### config.mk
export PLATFORM = sky130hd
export DESIGN_NAME = io_bridge_flat
export DESIGN_NICKNAME = d
export VERILOG_FILES = /design/src/rtl/io_bridge_if.sv /design/src/rtl/io_bridge.sv /design/src/flat_wrapper.sv
export SDC_FILE = /design/constraint.sdc
export NUM_CORES = 1
export LEC_CHECK = 0
export BUFFER_PORTS_ARGS = -buffer_cell sky130_fd_sc_hd__buf_4
export CORE_MARGIN = 5
export CORE_UTILIZATION = 52
export CTS_BUF_LIST = sky130_fd_sc_hd__clkbuf_8
export CTS_CLUSTER_DIAMETER = 200
export DETAILED_ROUTE_END_ITERATION = 16
export PLACE_DENSITY = 0.91
export SLEW_MARGIN = 20
export SYNTH_ARGS = -nofsm -noshare
export SYNTH_HDL_FRONTEND = slang
export SYNTH_SLANG_ARGS = --single-unit
### constraint.sdc
create_clock -name cpu_clk -period 3.2 [get_ports cpu_clk]
set_input_delay 0.48 -clock cpu_clk [delete_from_list [all_inputs] [get_ports cpu_clk]]
set_output_delay 0.48 -clock cpu_clk [all_outputs]
set_load 0.05 [all_outputs]
### src/rtl/io_bridge_if.sv
// ---------------------------------------------------------------------------
// io_bridge_if
// Groups the CPU MEM-stage data-port signals that feed io_bridge.
//   Bus_addr  : byte address driven by the CPU
//   Bus_wen   : one-cycle store strobe
//   Bus_wdata : store data
//   Bus_rdata : combinational load data returned by the bridge
// Modports: master (CPU side) and slave (bridge side).
// ---------------------------------------------------------------------------
interface io_bridge_if;
  logic [31:0] Bus_addr;
  logic        Bus_wen;
  logic [31:0] Bus_wdata;
  logic [31:0] Bus_rdata;

  modport master (
    output Bus_addr,
    output Bus_wen,
    output Bus_wdata,
    input  Bus_rdata
  );

  modport slave (
    input  Bus_addr,
    input  Bus_wen,
    input  Bus_wdata,
    output Bus_rdata
  );
endinterface : io_bridge_if

### src/rtl/io_bridge.sv
// ---------------------------------------------------------------------------
// io_bridge
// Memory-mapped bridge between the CPU MEM-stage data port and the board
// resources: data RAM, LEDs, switches, buttons, 8-digit 7-segment display
// and a prescaled timer. Decode and read data are combinational so a load
// completes in the CPU's MEM cycle; all peripheral state is registered.
//
// Parameters:
//   SCAN_DIV  : cpu_clk cycles each display digit stays lit
//   TIMER_RST : reset value of the timer count register
//
// Ports:
//   cpu_clk, cpu_rst (async, active-low)
//   bus        : io_bridge_if.slave (Bus_addr/Bus_wen/Bus_wdata/Bus_rdata)
//   dram_addr/dram_we/dram_wdata/dram_rdata : data RAM port
//   sw, button : raw board inputs (synchronized internally)
//   led        : registered LED drive
//   dig_en     : registered digit enables, active-low
//   dig_seg    : registered segments {DP,G..A}, active-low
//
// Build option:
//   DIG_SCAN_EN defined   -> display scanner and hex decoder are built.
//   DIG_SCAN_EN undefined -> dig_en/dig_seg are tied to 8'hFF; the DIG
//                            register stays readable and writable.
// ---------------------------------------------------------------------------
module io_bridge #(
  parameter int unsigned SCAN_DIV  = 20000,
  parameter logic [31:0] TIMER_RST = 32'h0
) (
  input  logic        cpu_clk,
  input  logic        cpu_rst,
  io_bridge_if.slave  bus,
  output logic [13:0] dram_addr,
  output logic        dram_we,
  output logic [31:0] dram_wdata,
  input  logic [31:0] dram_rdata,
  input  logic [23:0] sw,
  input  logic [4:0]  button,
  output logic [23:0] led,
  output logic [7:0]  dig_en,
  output logic [7:0]  dig_seg
);

  localparam logic [31:0] ADDR_DIG  = 32'hFFFF_F000;
  localparam logic [31:0] ADDR_TCNT = 32'hFFFF_F020;
  localparam logic [31:0] ADDR_TDIV = 32'hFFFF_F024;
  localparam logic [31:0] ADDR_LED  = 32'hFFFF_F060;
  localparam logic [31:0] ADDR_SW   = 32'hFFFF_F070;
  localparam logic [31:0] ADDR_BTN  = 32'hFFFF_F078;
  localparam logic [31:0] IO_BASE   = 32'hFFFF_F000;

  // ------------------------------------------------------------------
  // Address decode
  // ------------------------------------------------------------------
  logic is_dram_s;
  logic wr_dig_s;
  logic wr_tcnt_s;
  logic wr_tdiv_s;
  logic wr_led_s;

  assign is_dram_s = (bus.Bus_addr < IO_BASE);
  assign wr_dig_s  = bus.Bus_wen & (bus.Bus_addr == ADDR_DIG);
  assign wr_tcnt_s = bus.Bus_wen & (bus.Bus_addr == ADDR_TCNT);
  assign wr_tdiv_s = bus.Bus_wen & (bus.Bus_addr == ADDR_TDIV);
  assign wr_led_s  = bus.Bus_wen & (bus.Bus_addr == ADDR_LED);

  assign dram_addr  = bus.Bus_addr[15:2];
  assign dram_we    = bus.Bus_wen & is_dram_s;
  assign dram_wdata = bus.Bus_wdata;

  // ------------------------------------------------------------------
  // State registers
  // ------------------------------------------------------------------
  logic [23:0] led_q,      led_d;
  logic [31:0] dig_q,      dig_d;
  logic [31:0] tcnt_q,     tcnt_d;
  logic [31:0] tdiv_q,     tdiv_d;
  logic [31:0] presc_q,    presc_d;
  logic [23:0] sw_meta_q,  sw_sync_q;
  logic [4:0]  btn_meta_q, btn_sync_q;

  // Two-flop synchronizers for the asynchronous board inputs
  always_ff @(posedge cpu_clk or negedge cpu_rst) begin
    if (!cpu_rst) begin
      sw_meta_q  <= 24'h0;
      sw_sync_q  <= 24'h0;
      btn_meta_q <= 5'h0;
      btn_sync_q <= 5'h0;
    end else begin
      sw_meta_q  <= sw;
      sw_sync_q  <= sw_meta_q;
      btn_meta_q <= button;
      btn_sync_q <= btn_meta_q;
    end
  end

  // Next state for the writable registers and the timer
  always_comb begin
    led_d   = led_q;
    dig_d   = dig_q;
    tcnt_d  = tcnt_q;
    tdiv_d  = tdiv_q;
    presc_d = presc_q;

    if (wr_led_s) begin
      led_d = bus.Bus_wdata[23:0];
    end else begin
      led_d = led_q;
    end

    if (wr_dig_s) begin
      dig_d = bus.Bus_wdata;
    end else begin
      dig_d = dig_q;
    end

    // A write to either timer register overrides any tick in that cycle
    // and restarts the prescaler from zero.
    if (wr_tcnt_s || wr_tdiv_s) begin
      presc_d = 32'h0;
      if (wr_tcnt_s) begin
        tcnt_d = bus.Bus_wdata;
      end else begin
        tcnt_d = tcnt_q;
      end
      if (wr_tdiv_s) begin
        tdiv_d = bus.Bus_wdata;
      end else begin
        tdiv_d = tdiv_q;
      end
    end else if (tdiv_q != 32'h0) begin
      if (presc_q == (tdiv_q - 32'd1)) begin
        presc_d = 32'h0;
        tcnt_d  = tcnt_q + 32'd1;
      end else begin
        presc_d = presc_q + 32'd1;
        tcnt_d  = tcnt_q;
      end
    end else begin
      presc_d = presc_q;
      tcnt_d  = tcnt_q;
    end
  end

  // Register bank: LED, DIG, timer count, divider and prescaler
  always_ff @(posedge cpu_clk or negedge cpu_rst) begin
    if (!cpu_rst) begin
      led_q   <= 24'h0;
      dig_q   <= 32'h0;
      tcnt_q  <= TIMER_RST;
      tdiv_q  <= 32'h0;
      presc_q <= 32'h0;
    end else begin
      led_q   <= led_d;
      dig_q   <= dig_d;
      tcnt_q  <= tcnt_d;
      tdiv_q  <= tdiv_d;
      presc_q <= presc_d;
    end
  end

  assign led = led_q;

  // ------------------------------------------------------------------
  // Combinational read mux
  // ------------------------------------------------------------------
  logic [31:0] rdata_s;

  // Select load data; unmapped I/O addresses read as zero
  always_comb begin
    rdata_s = 32'h0;
    if (is_dram_s) begin
      rdata_s = dram_rdata;
    end else begin
      case (bus.Bus_addr)
        ADDR_DIG:  rdata_s = dig_q;
        ADDR_TCNT: rdata_s = tcnt_q;
        ADDR_TDIV: rdata_s = tdiv_q;
        ADDR_LED:  rdata_s = {8'h0, led_q};
        ADDR_SW:   rdata_s = {8'h0, sw_sync_q};
        ADDR_BTN:  rdata_s = {27'h0, btn_sync_q};
        default:   rdata_s = 32'h0;
      endcase
    end
  end

  assign bus.Bus_rdata = rdata_s;

  // ------------------------------------------------------------------
  // 7-segment display scanner
  // ------------------------------------------------------------------
`ifdef DIG_SCAN_EN
  localparam logic [31:0] SCAN_LAST = 32'(SCAN_DIV - 1);

  // Active-low {DP,G..A} pattern for one hex nibble, DP off
  function automatic logic [7:0] hex_seg(input logic [3:0] nib);
    logic [7:0] seg;
    case (nib)
      4'h0:    seg = 8'hC0;
      4'h1:    seg = 8'hF9;
      4'h2:    seg = 8'hA4;
      4'h3:    seg = 8'hB0;
      4'h4:    seg = 8'h99;
      4'h5:    seg = 8'h92;
      4'h6:    seg = 8'h82;
      4'h7:    seg = 8'hF8;
      4'h8:    seg = 8'h80;
      4'h9:    seg = 8'h90;
      4'hA:    seg = 8'h88;
      4'hB:    seg = 8'h83;
      4'hC:    seg = 8'hC6;
      4'hD:    seg = 8'hA1;
      4'hE:    seg = 8'h86;
      4'hF:    seg = 8'h8E;
      default: seg = 8'hFF;
    endcase
    return seg;
  endfunction

  logic [31:0] scan_q,   scan_d;
  logic [2:0]  idx_q,    idx_d;
  logic [7:0]  dig_en_q, dig_en_d;
  logic [7:0]  seg_q,    seg_d;

  // On each scan wrap, light the digit at idx and then step idx, so the
  // display stays dark until the first wrap after reset.
  always_comb begin
    scan_d   = scan_q;
    idx_d    = idx_q;
    dig_en_d = dig_en_q;
    seg_d    = seg_q;
    if (scan_q == SCAN_LAST) begin
      scan_d   = 32'h0;
      idx_d    = idx_q + 3'd1;
      dig_en_d = ~(8'h01 << idx_q);
      seg_d    = hex_seg(dig_q[{idx_q, 2'b00} +: 4]);
    end else begin
      scan_d   = scan_q + 32'd1;
      idx_d    = idx_q;
      dig_en_d = dig_en_q;
      seg_d    = seg_q;
    end
  end

  // Scan counter, digit index and registered display drive
  always_ff @(posedge cpu_clk or negedge cpu_rst) begin
    if (!cpu_rst) begin
      scan_q   <= 32'h0;
      idx_q    <= 3'd0;
      dig_en_q <= 8'hFF;
      seg_q    <= 8'hFF;
    end else begin
      scan_q   <= scan_d;
      idx_q    <= idx_d;
      dig_en_q <= dig_en_d;
      seg_q    <= seg_d;
    end
  end

  assign dig_en  = dig_en_q;
  assign dig_seg = seg_q;
`else
  assign dig_en  = 8'hFF;
  assign dig_seg = 8'hFF;
`endif

endmodule : io_bridge

### src/flat_wrapper.sv
// flat-port wrapper written by rule: the top's interface ports become plain ports
module io_bridge_flat 
#(
  parameter int unsigned SCAN_DIV  = 20000,
  parameter logic [31:0] TIMER_RST = 32'h0
)
  (cpu_clk, cpu_rst, dram_addr, dram_we, dram_wdata, dram_rdata, sw, button, led, dig_en, dig_seg, bus_Bus_addr, bus_Bus_wen, bus_Bus_wdata, bus_Bus_rdata);
  io_bridge_if bus_i ();
  input  logic cpu_clk;
  input  logic cpu_rst;
  output logic [13:0] dram_addr;
  output logic dram_we;
  output logic [31:0] dram_wdata;
  input  logic [31:0] dram_rdata;
  input  logic [23:0] sw;
  input  logic [4:0] button;
  output logic [23:0] led;
  output logic [7:0] dig_en;
  output logic [7:0] dig_seg;
  input wire logic [$bits(bus_i.Bus_addr)-1:0] bus_Bus_addr;
  input wire logic [$bits(bus_i.Bus_wen)-1:0] bus_Bus_wen;
  input wire logic [$bits(bus_i.Bus_wdata)-1:0] bus_Bus_wdata;
  output wire logic [$bits(bus_i.Bus_rdata)-1:0] bus_Bus_rdata;
  assign bus_i.Bus_addr = bus_Bus_addr;
  assign bus_i.Bus_wen = bus_Bus_wen;
  assign bus_i.Bus_wdata = bus_Bus_wdata;
  assign bus_Bus_rdata = bus_i.Bus_rdata;
  io_bridge #(.SCAN_DIV(SCAN_DIV), .TIMER_RST(TIMER_RST)) u_core (.cpu_clk(cpu_clk), .cpu_rst(cpu_rst), .bus(bus_i), .dram_addr(dram_addr), .dram_we(dram_we), .dram_wdata(dram_wdata), .dram_rdata(dram_rdata), .sw(sw), .button(button), .led(led), .dig_en(dig_en), .dig_seg(dig_seg));
endmodule
# Word-level counts from Yosys, hierarchy flattened

Index checks and enable logic that the tools add are counted.

Bits of input ports: 128
Flip-flop bits (word level): 210
Word-level logic and storage cells: 41
Output and inout bits: 119

Magnitude comparators: 1
Equal/unequal tests: 8
Bitwise logic cells: 5
Reduce and logical (&&, ||, !) cells: 6
$add $sub $neg: 3
Muxes and demuxes: 9

Operator list:

| kind                                                                 | count |
|---|---|
| 32-bit 2-to-1 mux                                                    | 8 |
| 32-bit equality test, second input constant                          | 6 |
| 32-bit case mux with 6 select lines                                  | 1 |
| 32-bit by 1-bit adder with 32-bit output, second input constant      | 2 |
| 32-bit equality test                                                 | 1 |
| 32-bit less-than comparator, second input constant                   | 1 |
| 32-bit nonzero test                                                  | 1 |
| 32-bit by 1-bit subtractor with 32-bit output, second input constant | 1 |
| 1-bit AND                                                            | 5 |
| 2-bit nonzero test                                                   | 2 |
| 3-bit AND reduction                                                  | 1 |
| 2-bit by 1-bit != test with 1-bit output, second input constant      | 1 |
| 2-bit AND reduction                                                  | 1 |
| 1-bit logical OR                                                     | 1 |

# Longest topological paths before layout

Depth in word-level cells: 5
Depth in mapped cells: 13
Mapped depth without buffers: 10

# Least setup slack after synthesis

OpenSTA, ideal clock, no wires.

Path kind: input -> output
From: in bus_Bus_addr[7]
To: out bus_Bus_rdata[10]
Arrival: 3405 ps
Path buffers: 2
Slack: -685 ps
Cell stages on the path: 8
Required time: 2720 ps
Cells stage by stage: or4_1 -> nor4_1 -> nand3_1 -> or3_1 -> or2_2 -> clkbuf_1 -> clkbuf_1 -> o21ai_0

Word-level cells in the longest chain between the ends: 3
Elaborated cells on any way between the ends: 9
Classes of those cells: order compare: 1; eq/ne: 6; mux: 2

RTL lines:

| what                                                                                | line               | source |
|---|---|---|
| from (decl)                                                                         | flat_wrapper.sv:20 | `input wire logic [$bits(bus_i.Bus_addr)-1:0] bus_Bus_addr;` |
| parallel branches: the longest is 2 deep, another holds 32-bit less-than comparator | --                 |  |
| 32-bit 2-to-1 mux (*)                                                               | io_bridge.sv:172   | `if (is_dram_s) begin` |
| to (decl)                                                                           | flat_wrapper.sv:23 | `output wire logic [$bits(bus_i.Bus_rdata)-1:0] bus_Bus_rdata;` |

Every way passes the cells marked *.

# Worst setup path after layout

From: in bus_Bus_addr[7]
To: out bus_Bus_rdata[2]

Same word-level chain as after synthesis.

==> summary by stage <==
Outcome
The run finished, with violations left. The final reports fail on negative setup slack.

Timing
The slew at the pin with the worst max-slew slack is 0.6640 ns. The worst slew margin relative to its limit is 0.5532. The peak clock frequency supported by timing is 309.7 MHz.

Dividing the final minimum period by the clock period gives 1.009. The final critical delay including setup and external delays is 3.229 ns. The hold violation count in the final report was 0. The max-slew violation total from the final report is 0. The worst clock skew is 0.02865 ns. Setup repair after global routing could not meet its margin everywhere. The minimum hold slack is 0.03986 ns.

Setup violations remaining at the end of the flow were counted as 4. The worst path setup slack after routing is -0.02853 ns.

Global routing
For this run the aggregate overflow at the end of global routing stands at 0. For this run, the total global-route usage over all layers was measured as 0.2793. The number of antenna violations at the first check in global routing was 0.

The first global-routing pass estimated 58870 um of wire. The maximum number of pins on one net before global-route repair is 98. The number of global-route vias before repair came to 11033.

Final layout
The fraction of final layout cells with drive strength greater than 1 is 0.3645. The net count of the finished layout is 1543. The layout overhead on the synthesized area is 28.39%. Once layout is done, the placed cells without fillers occupy 14890 um2. The total inserted antenna cells is 0.

Drt
For this block, the via count after detailed routing is 11001. The final wirelength is 38810 um. The number of violations reported at the end of detailed-routing iteration 0 is 1316. The routed length per placed instance is 22.63 um.

In the routed layout, each cell is associated on average with a via count of 6.415. The number of optimization iterations in the first detailed-route pass is 6. The number of nets with antenna violations after routing is 0.

In the routed design, unresolved DRC markers number 0.

Die
The core footprint is 21890 um2. The count of pins on the block boundary is 247. The die covers 25390 um2. The floorplan has 54 rows. The initial core utilization is 0.5298. The overall die height is 159.4 um. From left edge to right edge, the die measures 159.4 um.

Place
At the placement stage, the worst setup path has a slack of -0.08057 ns. Routability-driven placement finished with a final weighted congestion of 0.9379. The number of port buffers is 230. In this run the cell area measured after placement is 13680 um2. The final HPWL from detailed placement is 25150 um.

CTS
After clock tree synthesis, the clock-pin slew on the worst setup and hold paths is 0.06 ns. TritonCTS built the clock tree. The H-tree was split into 2 levels.

The longest clock path from root to sink contains 3 buffers. The clock sink count is 210. The cell at the root of the clock tree is clkbuf_8. Buffers inserted during clock tree synthesis total 35. The later pin in the worst-skew pair is clocked with a latency of 0.54 ns.

Logic synthesis
The share of flip-flops with an asynchronous set or reset is 1.000. dfrtp_1 takes more of the synthesized area than any other cell. The cell area after technology mapping is 11600 um2.

For this run, the leading register cell type out of synthesis is dfrtp_1. The average instance in the mapped netlist occupies 9.888 um2. Yosys attributes the largest share of cell area to dfrtp_1, mux2_2, buf_4, a21oi_1, nand2_1.

Counting distinct cell types in the post-synthesis netlist gives 68. Of the post-synthesis cell area, the dominant cell type holds 0.4531. The cell with the most instances after synthesis is dfrtp_1. After synthesis the netlist holds a flip-flop and latch count of 210. The instance count of the mapped netlist is 1173.

The synthesized design contains 0 enable-type register cells. The share of the Yosys chip area taken by registers is 0.4531. The number of synthesis warnings is 0. Sorting the synthesized cells by how often they occur yields dfrtp_1, mux2_2, nand2_1, nor2_1, a21oi_1.

Setup path
STA classifies the critical path startpoint as an input pin. Data on the critical path arrives at its endpoint at 2.75 ns. The sort of element at the end of the critical path is an output pin.

The data required time of the worst path is 2.72 ns. The critical path class is in -> out. The worst-path maximum fanout is 24.

Power
Across the VDD grid, the largest voltage drop is 0.3458 mV. The power density over the cells is 386.1 nW/um2. The leakage power is 0.007110 uW.

Hold path
The type of the worst min-delay path is in -> reg.

Flow run
Max-cap violations in this run came to 0.
through the flow:
stage,TNS [ns],std cells,total power [uW],utilization
2_1_floorplan,-5.708,1188,3112,-
3_3_place_gp,-0.3810,1643,3361,0.6250
3_5_place_dp,-0.9074,1643,3373,0.6250
4_1_cts,-0.001542,1704,5764,0.6607
5_1_grt,-2.767,1715,5945,0.6803
6_report,-0.06088,1715,5750,0.6803
per-layer routing:
metal	global-route usage	wire, um
met4	0.1291	2003
met3	0.06265	3876
met5	0	0
met2	0.4618	18700
met1	0.3501	14230
final timing paths:
kind                                       from              endpoint  slack [ns]  depth (start not counted)
setup / recovery                bus_Bus_addr[7]      bus_Bus_rdata[2]       -0.03                          9
hold / removal                            sw[3]   u_core.sw_meta_q[3]        0.04                          1
setup reg to reg               u_core.tdiv_q[5]      u_core.tcnt_q[3]       -0.02                          9
hold reg to reg            u_core.sw_meta_q[19]  u_core.sw_sync_q[19]        0.35                          0
max in group asynchronous               cpu_rst      u_core.tdiv_q[6]        1.89                          3
min in group asynchronous               cpu_rst     u_core.tdiv_q[15]        0.46                          2
timing repair:
action / CTS / global route
resized for setup: 18 / 71
pin swaps: 2 / 12
setup buffers: 0 / 8
hold buffers: 1 / 0
gates cloned: 0 / 3
setup endpoints to repair: 69 / 95
endpoints found under the hold margin: 45 / 0
logic make-up (layout without fill, tap and decap cells):
logic type | count (synthesis) | in the layout | share of synthesized area
buffers and inverters | 147 | 393 | 0.07066
AND/OR/NAND/NOR | 367 | 367 | 0.1645
flip-flops | 210 | 210 | 0.4531
AO/OA/AOI/OAI | 265 | 266 | 0.1501
XOR/XNOR | 63 | 63 | 0.04757
adder cells (fa/ha/maj) | 3 | 3 | 0.003237
multiplexers | 117 | 117 | 0.1106
other | 1 | 16 | 0.0003233
worst max-delay path: stages:
cell      delay (ns)
buf_6           0.09
or4_4           0.53
nor4_4          0.19
nand3_2         0.13
or3_4           0.37
or2_4           0.27
buf_12          0.17
o211ai_1        0.25
buf_4           0.26
cell usage in the layout, fill, tap and decap left out, types with 28 or more instances in the layout:
cell and instances:
clkbuf_8 44, a21oi_1 81, nand2_1 77, a22o_1 33, mux2_2 89, buf_4 278, nor2_1 83, mux2i_1 28
a31oi_1 29, xnor2_1 37, dfrtp_1 208
flip-flops by register name, summed over array words and instances, names as in the netlist:
register and cells:
u_core.dig_q 32, u_core.presc_q 32, u_core.tcnt_q 32, u_core.tdiv_q 32, u_core.led 24, u_core.sw_meta_q 24, u_core.sw_sync_q 24, u_core.btn_meta_q 5
u_core.btn_sync_q 5
report_power, final:
| group | switching (uW) | internal (uW) |
|---|---|---|
| Clock | 1100 | 1300 |
| Combinational | 423 | 222 |
| Sequential | 12.7 | 2690 |
cell type report:
class                      instances  area [um2]
timing repair buffer             318        2673
fill                            1504        6999
clock inverter                    17       103.9
multi-input combinational        832        5859
inverter                          15       56.30
tap                              280       350.3
clock buffer                      43       591.8
sequential                       210        5258
No activity file was read; power rests on OpenSTA's default activity.
